$ cat config.mk
export PLATFORM = sky130hd
export DESIGN_NAME = n101_subsys_clic_irq_cond
export DESIGN_NICKNAME = d
export VERILOG_FILES = /design/src/rtl/n101_subsys_clic_irq_cond_pkg.sv /design/src/rtl/n101_subsys_irq_cond_ch.sv /design/src/rtl/n101_subsys_clic_irq_cond.sv
export SDC_FILE = /design/constraint.sdc
export NUM_CORES = 1
export LEC_CHECK = 0
export BUFFER_PORTS_ARGS = -buffer_cell sky130_fd_sc_hd__buf_4
export CORE_ASPECT_RATIO = 1.5
export CORE_MARGIN = 2
export CORE_UTILIZATION = 60
export DETAILED_ROUTE_END_ITERATION = 8
export PLACE_DENSITY_LB_ADDON = 0.08
export RECOVER_POWER = 25
export SLEW_MARGIN = 10
export SYNTH_ARGS = -nofsm -noshare
export SYNTH_HDL_FRONTEND = slang
export SYNTH_SLANG_ARGS = --single-unit
export TNS_END_PERCENT = 20
$ cat constraint.sdc
create_clock -name clk -period 13 [get_ports clk]
set_input_delay 2.6 -clock clk [delete_from_list [all_inputs] [get_ports clk]]
set_output_delay 2.6 -clock clk [all_outputs]
set_load 0.005 [all_outputs]
$ cat src/rtl/n101_subsys_clic_irq_cond_pkg.sv
// Shared encodings for the CLIC interrupt conditioner: trigger modes and
// config/status field positions.
`ifndef N101_CLIC_IRQ_NUM
`define N101_CLIC_IRQ_NUM 64
`endif
`ifndef N101_CLOG2
`define N101_CLOG2(x) (((x) <= 1) ? 1 : $clog2(x))
`endif

package n101_subsys_clic_irq_cond_pkg;

   typedef enum logic [1:0] {
      LVL_HI    = 2'b00,
      LVL_LO    = 2'b01,
      EDGE_RISE = 2'b10,
      EDGE_FALL = 2'b11
   } irq_mode_e;

   localparam int CFG_W        = 3;
   localparam int CFG_EN_BIT   = 2;
   localparam int CFG_MODE_MSB = 1;
   localparam int CFG_MODE_LSB = 0;

   localparam int RD_W         = 5;

   function automatic logic is_edge(input irq_mode_e mode);
      return mode[1];
   endfunction

endpackage

$ cat src/rtl/n101_subsys_irq_cond_ch.sv
// One interrupt source: synchroniser, trigger detection, pending/overrun
// tracking and its own enable/mode registers.
module n101_subsys_irq_cond_ch
   import n101_subsys_clic_irq_cond_pkg::*;
#(
   parameter int   SYNC_STAGES = 2,
   parameter logic RST_EN      = 1'b1
) (
   input  logic             clk,
   input  logic             rst,
   input  logic             src,
   input  logic             cfg_we,
   input  logic [CFG_W-1:0] cfg_data,
   input  logic             ack,
   output logic             irq,
   output logic             en,
   output irq_mode_e        mode,
   output logic             pending,
   output logic             overrun
);

   logic [SYNC_STAGES-1:0] sync_p0;
   logic                   s;
   logic                   prev_p1;
   logic                   edge_mode;
   logic                   edge_hit;

   assign s         = sync_p0[SYNC_STAGES-1];
   assign edge_mode = is_edge(mode);
   assign edge_hit  = (mode == EDGE_FALL) ? (~s & prev_p1) : (s & ~prev_p1);

   always_ff @(posedge clk or posedge rst) begin
      if (rst) begin
         sync_p0 <= '0;
         prev_p1 <= 1'b0;
         irq     <= 1'b0;
         pending <= 1'b0;
         overrun <= 1'b0;
         en      <= RST_EN;
         mode    <= LVL_HI;
      end else begin
         sync_p0 <= SYNC_STAGES'({sync_p0, src});
         // prev follows s unconditionally so enabling never fabricates an edge
         prev_p1 <= s;
         irq     <= edge_mode ? pending : (en & (s ^ mode[0]));
         if (cfg_we) begin
            en      <= cfg_data[CFG_EN_BIT];
            mode    <= irq_mode_e'(cfg_data[CFG_MODE_MSB:CFG_MODE_LSB]);
            pending <= 1'b0;
            overrun <= 1'b0;
         end else if (edge_mode) begin
            if (en && edge_hit) begin
               pending <= 1'b1;
               if (pending && !ack) overrun <= 1'b1;
            end else if (ack) begin
               pending <= 1'b0;
            end
         end
      end
   end

endmodule

$ cat src/rtl/n101_subsys_clic_irq_cond.sv
// Interrupt conditioner/allocator: conditions SRC_NUM peripheral sources and
// places them on CLIC lines IRQ_BASE .. IRQ_BASE+SRC_NUM-1.
module n101_subsys_clic_irq_cond
   import n101_subsys_clic_irq_cond_pkg::*;
#(
   parameter int                 SRC_NUM     = 32,
   parameter int                 IRQ_NUM     = `N101_CLIC_IRQ_NUM,
   parameter int                 IRQ_BASE    = 0,
   parameter int                 SYNC_STAGES = 2,
   parameter logic [SRC_NUM-1:0] RST_EN      = {SRC_NUM{1'b1}},
   parameter int                 IDX_W       = `N101_CLOG2(SRC_NUM),
   parameter int                 ID_W        = `N101_CLOG2(IRQ_NUM)
) (
   input  logic               clk,
   input  logic               rst,
   input  logic [SRC_NUM-1:0] src_irq,
   input  logic               cfg_wr_en,
   input  logic [IDX_W-1:0]   cfg_wr_idx,
   input  logic [CFG_W-1:0]   cfg_wr_data,
   input  logic [IDX_W-1:0]   cfg_rd_idx,
   output logic [RD_W-1:0]    cfg_rd_data,
   input  logic               clic_ack_vld,
   input  logic [ID_W-1:0]    clic_ack_id,
   output logic [IRQ_NUM-1:0] clic_irq_i
);

   if (SRC_NUM < 1 || IRQ_BASE < 0 || IRQ_BASE + SRC_NUM > IRQ_NUM) begin : g_bad_map
      $error("n101_subsys_clic_irq_cond: sources do not fit in the CLIC vector");
   end
   if (SYNC_STAGES < 1) begin : g_bad_sync
      $error("n101_subsys_clic_irq_cond: SYNC_STAGES must be at least 1");
   end

   logic [SRC_NUM-1:0] ch_irq;
   logic [SRC_NUM-1:0] ch_en;
   logic [SRC_NUM-1:0] ch_pend;
   logic [SRC_NUM-1:0] ch_ovr;
   logic [SRC_NUM-1:0] wr_sel;
   logic [SRC_NUM-1:0] ack_sel;
   irq_mode_e          ch_mode [SRC_NUM];

   for (genvar i = 0; i < SRC_NUM; i++) begin : g_ch
      // Out-of-range write indices and ack ids simply match no channel
      assign wr_sel[i]  = cfg_wr_en && (cfg_wr_idx == IDX_W'(i));
      assign ack_sel[i] = clic_ack_vld && (clic_ack_id == ID_W'(IRQ_BASE + i));

      n101_subsys_irq_cond_ch #(
         .SYNC_STAGES (SYNC_STAGES),
         .RST_EN      (RST_EN[i])
      ) u_ch (
         .clk      (clk),
         .rst      (rst),
         .src      (src_irq[i]),
         .cfg_we   (wr_sel[i]),
         .cfg_data (cfg_wr_data),
         .ack      (ack_sel[i]),
         .irq      (ch_irq[i]),
         .en       (ch_en[i]),
         .mode     (ch_mode[i]),
         .pending  (ch_pend[i]),
         .overrun  (ch_ovr[i])
      );
   end

   always_comb begin
      cfg_rd_data = '0;
      for (int i = 0; i < SRC_NUM; i++) begin
         if (cfg_rd_idx == IDX_W'(i)) begin
            cfg_rd_data = {ch_ovr[i], ch_pend[i], ch_en[i], ch_mode[i]};
         end
      end
   end

   always_comb begin
      clic_irq_i = '0;
      clic_irq_i[IRQ_BASE +: SRC_NUM] = ch_irq;
   end

endmodule

==> run summary <==
status: finished, violations left
failing checks: max-capacitance violations, max-slew violations
Seq/Total Area, Yosys: 0.521
DP Worst Slack: 5.19 ns
Psw: 0.755 mW
leakage power: 6.82 nW
final WL: 39600 µm
Most used DFF post-synth: dfrtp_1
area growth from synthesis to layout: 9.05%
setup TNS: 0 ns
post-CTS setup buffer count: 0
antenna cells: 0
CP top delay family: buffers and inverters
crit end category: output pin
most frequent cells in the layout: 278 x nand2_1, 256 x dfrtp_1, 127 x nor2_1
Inserted Clock Buffers: 27
CTS tree: yes
leading cell type in the layout, fill and taps excluded: nand2_1
Sw Ratio: 0.306
Core Rows: 68
worst-path fanout max: 76
endpoints failing setup: 0
buffers and inverters on the worst path: 3
startpoint types: input port
WP data arrival: 5.33 ns
met3 GRT Util: 0.0460
drt pass-1 iters: 6
fraction of registers with async set/reset: 1.00
Max VDD drop: 0.134 mV
Skew-Pair Late Insertion Delay: 0.56 ns
Slowest Stage Delay on Critical Path: 0.66 ns
H-tree depth: 1
height of the die: 190 µm
Netlist cell types: 78
crit share post-route: 0.610
DR vias: 10981
Max-slew headroom: -2.86
average wire per standard cell: 22.4 µm
initial antenna violation count: 0
Worst Hold Class: reg -> reg
Hold Violations, Final: 0
All-Layer GR Usage: 0.326
clk sinks: 288
Port Buffers: 91
Flop pwr share: 0.517
chip width: 128 µm
post-route ant nets: 0
Yosys reg bits: 288
post-CTS sizing: 0
io pins: 124
vias in the first global route: 10714
clock slew at reported path FFs: 0.06 ns
Mapped Area: 13900 µm²
P per Cell Area: 163 nW/µm²
Worst-Margin Slew: 5.76 ns
critical path, cell by cell: buf_4, inv_1, a21o_1, a32oi_1, o31a_1, o21ai_0, or3b_1, buf_4
cts hold-fix bufs: 0
Starting Density: 0.607
busiest metal layer after global routing: met2
Pint: 1.71 mW
HPWL Detailed: 28200 µm
setup ws final: 5.07 ns
WP data required: 10.40 ns
number of max-cap violations: 1
Yosys Warn Count: 0
fmax: 0.126 GHz
Initial DRC Count: 1004
pin count of the biggest net entering global routing: 137
Slew Viols, Final: 137
Logic pwr share: 0.164
core area: 22900 µm²
total grt overflow: 0
syn avg cell area: 9.67 µm²
Final Skew: 0.0291 ns
Synth Instances: 1437
slowest cell on the critical path: buf_4
M2 GR Usage: 0.570
RSZ-0062 raised after global routing: false
first-pass GRT wire length: 60300 µm
root buffer cell: clkbuf_16
minimum clock period: 7.93 ns
Crit Path Class: in -> out
clock share of power: 0.318
Post-synth EDFFs: 0
met1 Usage GRT: 0.370
die area: 24400 µm²
Crit path top cell by count: buf_4
Final nets: 1523
DRC Markers: 0
Longest Clk Path Bufs: 3
RePlAce Congestion: 0.972
via/cell ratio: 6.21
share of post-route cells with drive strength above 1: 0.166
layout make-up:
cell class | instances | area, µm²
fillers | 1828 | 7730
flip-flops and latches | 288 | 7250
multi-input cells | 1052 | 5960
clock buffers | 41 | 798
repair buffers | 93 | 698
well taps | 280 | 350
clock inverters | 9 | 77.6
inverters | 6 | 23.8
sequential cells by signal, summed over array words and instances, names as in the netlist:
signal and count:
g_ch.u_ch.pending 32, g_ch.u_ch.overrun 32, g_ch.u_ch.irq 32, g_ch.u_ch.sync_p0 64, g_ch.u_ch.en 32, g_ch.u_ch.prev_p1 32, g_ch.u_ch.mode 64
cell usage after synthesis (all sizes together) (4+ instances only):
| library cell | count | area, µm² |
|---|---|---|
| nor2 | 127 | 477 |
| nand4b | 4 | 35.0 |
| a22oi | 8 | 60.1 |
| a32oi | 5 | 43.8 |
| mux2 | 62 | 698 |
| nor2b | 19 | 121 |
| inv | 6 | 22.5 |
| nand4 | 16 | 100 |
| a221oi | 4 | 35.0 |
| dfstp | 32 | 841 |
| dfrtp | 256 | 6410 |
| nand3b | 20 | 150 |
| o221ai | 4 | 35.0 |
| a21o | 6 | 45.0 |
| or3b | 4 | 35.0 |
| o211ai | 10 | 75.1 |
| clkbuf | 25 | 93.8 |
| nand2 | 278 | 1040 |
| nand3 | 57 | 285 |
| xor2 | 29 | 254 |
| mux2i | 23 | 230 |
| o22ai | 12 | 75.1 |
| buf | 97 | 691 |
| nor3b | 5 | 63.8 |
| a21oi | 94 | 470 |
| o21ai | 92 | 460 |
| a31oi | 22 | 138 |
| and3 | 13 | 81.3 |
| nand2b | 32 | 203 |
| nor3 | 16 | 90.1 |
per-stage QoR:
stage	power (mW)	instances	cell area [µm²]	hold WS [ns]	utilization
finish	2.47	1769	15200	0.347	0.662
global route	2.57	1769	15200	0.353	0.662
CTS	2.47	1769	15200	0.349	0.662
detailed placement	1.69	1719	14300	0.335	0.624
global placement	1.68	1719	14300	0.332	0.624
floorplan	1.52	1468	14000	0.331	-
worst paths after layout:
kind,end,cells past startpoint,start,slack [ns]
worst min register to register,g_ch[19].u_ch.sync_p0[1],0,g_ch[19].u_ch.sync_p0[0],0.35
worst max register to register,g_ch[21].u_ch.overrun,4,g_ch[21].u_ch.mode[0],11.55
min in group asynchronous,g_ch[0].u_ch.mode[0],2,rst,3.84
worst min-delay path,g_ch[19].u_ch.sync_p0[1],0,g_ch[19].u_ch.sync_p0[0],0.35
max in group asynchronous,g_ch[13].u_ch.sync_p0[0],4,rst,5.54
worst max-delay path,cfg_rd_data[3],8,cfg_rd_idx[1],5.07
worst register-to-register path, stage by stage (launching register included):
cell     delay (ns)
dfrtp_1        0.45
or3b_2         0.46
a21oi_1        0.24
a31oi_1        0.13
nor2_1         0.10
cell families (layout without fill, tap and decap cells):
logic type	Yosys count	count (layout)	share of synthesized area
AND/OR/NAND/NOR	609	609	0.204
other	1	32	0.000270
XOR/XNOR	32	32	0.0202
buffers and inverters	128	149	0.0581
flip-flops	288	288	0.521
multiplexers	88	88	0.0717
AO/OA/AOI/OAI	291	291	0.125
power groups by stage:
stage | clock, mW | combinational (mW) | sequential [mW]
2_1_floorplan | 0 | 0.320 | 1.20
6_report | 0.785 | 0.405 | 1.28
4_1_cts | 0.794 | 0.407 | 1.27
3_3_place_gp | 0 | 0.394 | 1.28
3_5_place_dp | 0 | 0.403 | 1.29
5_1_grt | 0.826 | 0.452 | 1.29
layer usage:
layer  vias up  part of all wire
li1       4976                 -
met1      5373              0.36
met2       487              0.51
met3       145             0.062
met4         0             0.076
met5         -                 0
(Power assumes the default switching activity.)
